`config.mk`:
```
export PLATFORM = sky130hd
export DESIGN_NAME = audio_dac_feeder
export DESIGN_NICKNAME = d
export VERILOG_FILES = /design/src/rtl/audio_dac_feeder.sv
export SDC_FILE = /design/constraint.sdc
export NUM_CORES = 1
export LEC_CHECK = 0
export BUFFER_PORTS_ARGS = -buffer_cell sky130_fd_sc_hd__buf_2
export CAP_MARGIN = 20
export CORE_UTILIZATION = 49
export CTS_BUF_LIST = sky130_fd_sc_hd__clkbuf_2
export DETAILED_ROUTE_END_ITERATION = 8
export PLACE_DENSITY = 0.67
export SYNTH_ARGS = -nofsm -noshare
export SYNTH_HDL_FRONTEND = slang
export SYNTH_SLANG_ARGS = --single-unit
export TNS_END_PERCENT = 50
```
`constraint.sdc`:
```
create_clock -name CLK -period 4.58 [get_ports CLK]
set_input_delay 1.145 -clock CLK [delete_from_list [all_inputs] [get_ports CLK]]
set_output_delay 1.145 -clock CLK [all_outputs]
set_load 0.005 [all_outputs]
```
`src/rtl/audio_dac_feeder.sv`:
```
// audio_dac_feeder: buffers signed PCM samples in a small FIFO and, on each
// sample-rate tick, scales one by a 4-bit volume, rounds, saturates and
// offset-encodes it for the sigma-delta DAC. Also divides CLK down into the
// DAC clock-enable strobe and keeps a sticky underrun flag.
module audio_dac_feeder #(
    parameter int IN_W    = 16,
    parameter int OUT_W   = 8,
    parameter int FIFO_AW = 2,
    parameter int CEN_DIV = 4
) (
    input  logic             CLK,
    input  logic             RESET,
    input  logic [IN_W-1:0]  in_sample,
    input  logic             in_valid,
    output logic             in_ready,
    input  logic             sample_tick,
    input  logic [3:0]       volume,
    input  logic             underrun_clr,
    output logic [OUT_W-1:0] dac_sample,
    output logic             dac_cen,
    output logic             underrun
);

    localparam int DEPTH = 1 << FIFO_AW;
    localparam int SH    = IN_W - OUT_W;
    localparam int CNT_W = (CEN_DIV > 1) ? $clog2(CEN_DIV) : 1;

    localparam logic [FIFO_AW:0]          FULL_CNT = (FIFO_AW+1)'(DEPTH);
    localparam logic signed [IN_W+1:0]    RND      = (IN_W+2)'(1 << (SH-1));
    localparam logic signed [IN_W+1:0]    V_MAX    = (IN_W+2)'((1 << (OUT_W-1)) - 1);
    localparam logic signed [IN_W+1:0]    V_MIN    = ~V_MAX;
    localparam logic [OUT_W-1:0]          MSB_MASK = {1'b1, {(OUT_W-1){1'b0}}};
    localparam logic [CNT_W-1:0]          CNT_LAST = CNT_W'(CEN_DIV - 1);

    // FIFO storage has no reset so it can map onto RAM
    logic [IN_W-1:0]         mem_q [DEPTH];
    logic [FIFO_AW-1:0]      wr_ptr_q, wr_ptr_d;
    logic [FIFO_AW-1:0]      rd_ptr_q, rd_ptr_d;
    logic [FIFO_AW:0]        count_q, count_d;
    logic                    push, pop;

    // Stage 1 holds the raw popped sample, stage 2 the volume-scaled value
    logic                    s1_valid_q, s1_valid_d;
    logic signed [IN_W-1:0]  s1_data_q, s1_data_d;
    logic                    s2_valid_q, s2_valid_d;
    logic signed [IN_W:0]    s2_data_q, s2_data_d;

    logic [OUT_W-1:0]        dac_q, dac_d;
    logic                    underrun_q, underrun_d;
    logic [CNT_W-1:0]        cnt_q, cnt_d;
    logic                    cen_q, cen_d;

    // Datapath intermediates
    logic [4:0]              gain;
    logic signed [IN_W+4:0]  s_ext, g_ext, prod;
    logic signed [IN_W+1:0]  rnd_sum, shifted, clamped;
    logic [OUT_W-1:0]        narrowed;

    assign in_ready   = (count_q != FULL_CNT);
    assign dac_sample = dac_q;
    assign dac_cen    = cen_q;
    assign underrun   = underrun_q;

    // FIFO write port: sample lands in RAM on an accepted handshake
    always_ff @(posedge CLK) begin
        if (push) begin
            mem_q[wr_ptr_q] <= in_sample;
        end
    end

    // FIFO pointers/count, pipeline stages, underrun flag and CEN divider
    always_comb begin
        push       = in_valid & in_ready;
        pop        = sample_tick & (count_q != '0);

        wr_ptr_d   = push ? wr_ptr_q + FIFO_AW'(1) : wr_ptr_q;
        rd_ptr_d   = pop  ? rd_ptr_q + FIFO_AW'(1) : rd_ptr_q;
        count_d    = count_q;
        if (push && !pop) begin
            count_d = count_q + (FIFO_AW+1)'(1);
        end else if (pop && !push) begin
            count_d = count_q - (FIFO_AW+1)'(1);
        end

        // Stage 1 capture: registered read of the FIFO head on a pop
        s1_valid_d = pop;
        s1_data_d  = pop ? $signed(mem_q[rd_ptr_q]) : s1_data_q;

        // Stage 1 -> 2: multiply by (volume+1), then divide by 16
        gain       = {1'b0, volume} + 5'd1;
        s_ext      = {{5{s1_data_q[IN_W-1]}}, s1_data_q};
        g_ext      = $signed({{IN_W{1'b0}}, gain});
        prod       = s_ext * g_ext;
        s2_valid_d = s1_valid_q;
        s2_data_d  = s1_valid_q ? (IN_W+1)'(prod >>> 4) : s2_data_q;

        // Stage 2 -> output: round half up, drop low bits, clamp, offset-encode
        rnd_sum    = $signed({s2_data_q[IN_W], s2_data_q}) + RND;
        shifted    = rnd_sum >>> SH;
        if (shifted > V_MAX) begin
            clamped = V_MAX;
        end else if (shifted < V_MIN) begin
            clamped = V_MIN;
        end else begin
            clamped = shifted;
        end
        narrowed   = OUT_W'(clamped);
        dac_d      = s2_valid_q ? (narrowed ^ MSB_MASK) : dac_q;

        // Sticky underrun; a new empty tick outranks a clear
        if (sample_tick && (count_q == '0)) begin
            underrun_d = 1'b1;
        end else if (underrun_clr) begin
            underrun_d = 1'b0;
        end else begin
            underrun_d = underrun_q;
        end

        // Free-running divider; strobe is registered so it is glitch-free
        cnt_d      = (cnt_q == CNT_LAST) ? '0 : cnt_q + CNT_W'(1);
        cen_d      = (cnt_d == CNT_LAST);
    end

    // State registers; reset drops queued and in-flight samples at once
    always_ff @(posedge CLK or posedge RESET) begin
        if (RESET) begin
            wr_ptr_q   <= '0;
            rd_ptr_q   <= '0;
            count_q    <= '0;
            s1_valid_q <= 1'b0;
            s1_data_q  <= '0;
            s2_valid_q <= 1'b0;
            s2_data_q  <= '0;
            dac_q      <= MSB_MASK;
            underrun_q <= 1'b0;
            cnt_q      <= '0;
            cen_q      <= 1'b0;
        end else begin
            wr_ptr_q   <= wr_ptr_d;
            rd_ptr_q   <= rd_ptr_d;
            count_q    <= count_d;
            s1_valid_q <= s1_valid_d;
            s1_data_q  <= s1_data_d;
            s2_valid_q <= s2_valid_d;
            s2_data_q  <= s2_data_d;
            dac_q      <= dac_d;
            underrun_q <= underrun_d;
            cnt_q      <= cnt_d;
            cen_q      <= cen_d;
        end
    end

endmodule

```
==> results of run 1 <==
cell type report:
class / instances / area share
Timing Repair Buffer: 76 / 0.0636
Inverter: 89 / 0.0412
Multi-Input combinational cell: 382 / 0.468
Clock inverter: 7 / 0.0120
Tap cell: 180 / 0.0278
Sequential cell: 111 / 0.382
Clock buffer: 9 / 0.00555
per-stage QoR:
step,utilization,std cells,setup TNS (ns),worst slack (ns),hold WS (ns)
3_5_place_dp,0.566,837,-4.36,-0.529,0.456
4_1_cts,0.576,853,0,0.207,0.491
5_1_grt,0.578,854,0,0.0185,0.377
6_report,0.578,854,0,0.189,0.432
2_1_floorplan,-,595,-0.963,-0.186,0.428
3_3_place_gp,0.565,836,-3.68,-0.431,0.442
cells in the mapped netlist, types with 6 or more instances:
library cell   n  share of area
nand2_1       37          0.019
nor2_1        19          0.010
inv_1         87          0.046
clkbuf_1       8         0.0042
and3_1         7         0.0061
xor2_1         8         0.0098
mux4_2        16          0.051
nor2b_1       25          0.022
ha_1          44          0.077
edfxtp_1      64           0.27
mux2_2        20          0.032
nor3_1         6         0.0042
a21oi_1       17          0.012
nand3_1       11         0.0077
nand2b_1       6         0.0053
xnor2_1       13          0.016
and2_1        44          0.039
o21ai_0       13         0.0091
fa_1          48           0.13
dfrtp_1       46           0.16
critical path: stages:
cell      delay [ns]
buf_2           0.12
ha_4            0.17
xor2_4          0.33
and2_1          0.21
fa_1            0.42
fa_1            0.47
fa_1            0.60
ha_4            0.22
a211oi_2        0.23
o21ai_1         0.10
a32oi_2         0.28
a21boi_1        0.13
or3_1           0.32
a31o_1          0.21
worst max path at each step:
stage | start | endpoint | slack [ns] | cells past startpoint
detailed placement | volume[0] | s2_data_q[8] | -0.53 | 14
floorplan | volume[0] | s2_data_q[11] | -0.19 | 17
finish | volume[0] | s2_data_q[8] | 0.19 | 14
CTS | volume[0] | s2_data_q[8] | 0.21 | 14
global route | volume[0] | s2_data_q[12] | 0.02 | 18
global placement | volume[0] | s2_data_q[8] | -0.43 | 16
flip-flops by register name, summed over array words and instances, names as in the netlist:
register	cells
dac_sample	8
underrun	1
s2_data_q	10
mem_q	64
rd_ptr_q	2
s1_data_q	16
wr_ptr_q	2
dac_cen	1
s1_valid_q	1
count_q	3
cnt_q	2
s2_valid_q	1
kinds of logic (layout without fill, tap and decap cells):
kind of cell | count (synthesis) | after routing | synth area share
AND/OR/NAND/NOR | 170 | 170 | 0.128
flip-flops | 111 | 111 | 0.435
buffers and inverters | 102 | 181 | 0.0558
adder cells (fa/ha/maj) | 92 | 92 | 0.212
AO/OA/AOI/OAI | 62 | 62 | 0.0600
multiplexers | 37 | 37 | 0.0836
XOR/XNOR | 21 | 21 | 0.0258
routing by layer:
metal	track usage	vias up	share of wire
met5	0	-	0
met4	0.0556	0	0.013
met3	0.0358	15	0.025
met2	0.346	55	0.52
met1	0.231	2192	0.44
li1	-	2150	-
==> metrics, run 1 <==
status finished clean; Final Max Tran Viols 0; Via density 5.17; Final nets 786; fraction of registers with async set/reset 0.423; Post-Layout Inst Area 8110 µm²; period utilisation layout 0.959; Post-Syn Area per Cell 12.0 µm²; Rows 43; reg2reg start s1_data_q[3]; Max-Cap Viols 0; Fmax achieved 0.228 GHz; IO Port Bufs 35; clock tree buffer depth 2; DRC errors left 0; Primary FF master, synth edfxtp_1; Hold WC Path Type primary input to asynchronous set/reset pin; share of layout cells above drive strength 1 0.233; Clock Skew 0.0255 ns; All-Layer GR Usage 0.191; grt ovf 0; post-cts sizing count 0; Reg area 3100 µm²; root buffer cell clkbuf_2; cells on worst reg2reg path 13; Mapped Cells 595; register bit count reported by yosys 111; CTS tree built; setup repair bufs after CTS 0; die footprint 15000 µm²; worst slew pin tran 0.845 ns; synth unique cells 57; Crit Reg-Reg Endpoint s2_data_q[8]; Final HPWL DP 10.1 mm; R2R Setup Slk 0.77 ns; area occupied by multi-input gates 3790 µm²; Fin. Hold Viols 0; worst rel slew slack 0.436; crit start category primary input; Routed Antenna Nets 0; Die Span Y 123 µm; Crit. End Element flop; per-cell routed wire length 15.0 µm; sequential area share after synthesis 0.435; core area 14000 µm²; Setup CP Type primary input to flop; Syn Nets 712; Post-Place Cell Area 7950 µm²; RSZ-0062 raised after global routing no; Required @ worst endpoint 5.15 ns; Skew-Pair Late Insertion Delay 0.62 ns; hold buffers post-CTS 0; Synth Warn # 0; most frequent cells in the layout inv_1, edfxtp_1, fa_1, dfrtp_1, and2_1; Starting Density 0.508; initial drt markers 154; initial antenna violation count 0; Setup Viol. Count Final 0; synthesized area 7130 µm²; CTS sink count 111; vias in the first global route 4782; Final Critical Period 4.39 ns; DRT Pass-1 Iters 4; cts bufs inserted 9; final wirelength 12.8 mm; chip width 123 µm; EDFF count, synth 64; num ports 36; largest net degree at the start of global routing 48; Reg clk slew, reported paths 0.31 ns; via count 4412; ant diodes 0; first-pass GRT wire length 22.0 mm; H-tree lvl count 3; # fillers 1122; Final Wtd Congestion 0.806; Worst EP arrival 4.96 ns; Max FO, Critical Path 14; commonest non-fill, non-tap cell in the layout inv_1; area delta synth->final 13.8%
Power of run 1 is not shown: default switching activity piles up to over one toggle a cycle in this logic, so the estimate is an artifact.
==> inputs of run 2 (changes only) <==
ABC_AREA = 1   (was unset)
SLEW_MARGIN = 20   (was unset)
clock period = 5 ns   (was 4.58 ns; I/O delays follow)
==> metrics, run 2 <==
status finished clean; synth unique cells 36; chip width 124 µm; share of layout cells above drive strength 1 0.133; VDD IR-drop max 0.355 mV; All-Layer GR Usage 0.201; Worst EP arrival 5.15 ns; largest net degree at the start of global routing 48; Crit Reg-Reg Endpoint s2_data_q[16]; DRC errors left 0; clock tree buffer depth 2; Top reg by flops mem_q; fraction of registers with async set/reset 0.423; DRT Pass-1 Iters 5; max FFs per register 64; worst rel slew slack 0.302; vias in the first global route 5199; Hold Path Sink cnt_q[0]; Mapped Cells 820; Syn Nets 937; grt ovf 0; Synth Warn # 0; hold buffers post-CTS 0; setup_tns 0 ns; Post-Syn Area per Cell 8.91 µm²; initial antenna violation count 0; initial drt markers 241; Setup Viol. Count Final 0; min-delay src cnt_q[0]; commonest non-fill, non-tap cell in the layout inv_1; Final Critical Period 4.56 ns; Final Max Tran Viols 0; core area 14500 µm²; Via density 4.89; Routed Antenna Nets 0; first-pass GRT wire length 23.5 mm; Rows 44; Clock Skew 0.0413 ns; EDFF count, synth 64; synthesized area 7310 µm²; final wirelength 13.7 mm; Top Registers mem_q x64, s1_data_q x16, s2_data_q x10; Max-Cap Viols 0; CTS sink count 111; Primary FF master, synth edfxtp_1; Final Wtd Congestion 0.861; Final nets 1013; top post-synthesis cells by area edfxtp_1, dfrtp_1, fa_1; Setup CP Type primary input to flop; H-tree lvl count 3; Starting Density 0.503; register bit count reported by yosys 111; leakage 4.02 nW; per-cell routed wire length 12.7 µm; Reg clk slew, reported paths 0.33 ns; crit start category primary input; Hold WC Path Type flop to flop; Crit. End Element flop; Post-Place Cell Area 8030 µm²; most frequent cells in the layout inv_1, nand2_1, nor2_1, edfxtp_1, buf_4; top cells by count, synth inv_1, nand2_1, nor2_1; Post-Layout Inst Area 8160 µm²; root buffer cell clkbuf_2; WHS Path Cells 1; top cell type's share of synthesized area 0.263; Fin. Hold Viols 0; period utilisation layout 0.913; cts bufs inserted 9; Required @ worst endpoint 5.59 ns; RSZ-0062 raised after global routing no; worst slew pin tran 1.05 ns; ant diodes 0; die footprint 15400 µm²; top-count cell post-synth inv_1; R2R Setup Slk 1.22 ns; Final HPWL DP 10.7 mm; Max FO, Critical Path 9; Yosys top cell by area edfxtp_1; Skew-Pair Late Insertion Delay 0.67 ns; post-cts sizing count 0; num ports 36; cells on worst reg2reg path 17; sequential area share after synthesis 0.424; setup repair bufs after CTS 0; area delta synth->final 11.7%; reg2reg start s1_data_q[15]; CTS tree built; Die Span Y 124 µm; Fmax achieved 0.219 GHz; power per standard cell area 714 nW/µm²; via count 5308; IO Port Bufs 35; # fillers 1350
-- run 2: per-stage QoR --
stage | std cells | hold WS [ns] | power, W | setup WS (ns) | utilization
after detailed placement | 1069 | 0.454 | 0.00543 | -0.276 | 0.553
after CTS | 1085 | 0.488 | 0.00588 | 0.476 | 0.561
after floorplan | 820 | 0.412 | 0.00394 | 0.0296 | -
after global placement | 1069 | 0.446 | 0.00536 | -0.250 | 0.553
final | 1085 | 0.483 | 0.00583 | 0.436 | 0.562
after global routing | 1085 | 0.503 | 0.00654 | 0.201 | 0.562
-- run 2: worst max path at each step --
stage / startpoint / endpoint / slack, ns / cells after the start
final: volume[0] / s2_data_q[12] / 0.44 / 20
after global routing: volume[0] / s2_data_q[16] / 0.20 / 20
after CTS: volume[0] / s2_data_q[16] / 0.48 / 20
after detailed placement: volume[0] / s2_data_q[16] / -0.28 / 20
after global placement: volume[0] / s2_data_q[16] / -0.25 / 20
after floorplan: volume[0] / s2_data_q[10] / 0.03 / 18
-- run 2: metal layers --
metal	vias to the layer above	wire length (µm)	part of all wire	global-route usage
li1	2748	-	-	-
met1	2462	6250	0.46	0.253
met2	73	6810	0.50	0.346
met3	25	363	0.026	0.0343
met4	0	306	0.022	0.0729
met5	-	0	0	0
-- run 2: cell type report --
type / instances / area [µm²] / share of cell area
Multi-Input combinational cell: 535 / 3560 / 0.436
Clock inverter: 7 / 83.8 / 0.0103
Tap cell: 184 / 230 / 0.0282
Inverter: 154 / 579 / 0.0710
Timing Repair Buffer: 85 / 563 / 0.0690
Clock buffer: 9 / 45.0 / 0.00552
Sequential cell: 111 / 3100 / 0.380
-- run 2: kinds of logic after synthesis --
family / synth area share
AOI/OAI and AO/OA: 0.0746
adders and majority gates: 0.207
xor gates and xnor gates: 0.0132
and+or+nand+nor: 0.191
DFF: 0.424
buffers and inverters: 0.0902
-- run 2: where the power goes --
group	switching, W	leakage [nW]	total [W]	internal, W
registers	0.000195	1.15	0.00146	0.00126
logic	0.00216	2.79	0.00393	0.00177
clock network	0.000347	0.0792	0.000444	0.0000971
-- run 2: worst max-delay path: stages --
cell and delay (ns):
buf_2 0.13, ha_1 0.22, xor2_1 0.16, inv_1 0.22, buf_4 0.20, nor2_1 0.06, fa_1 0.53, inv_1 0.06
fa_1 0.48, inv_1 0.06, fa_1 0.49, ha_1 0.35, a21oi_1 0.09, o21ai_0 0.32, nor2_1 0.10, nand3b_1 0.19
nand2_1 0.07, nand2_1 0.05, nand3_1 0.06, o21ai_1 0.07
Power figures use the tool's default switching activity.
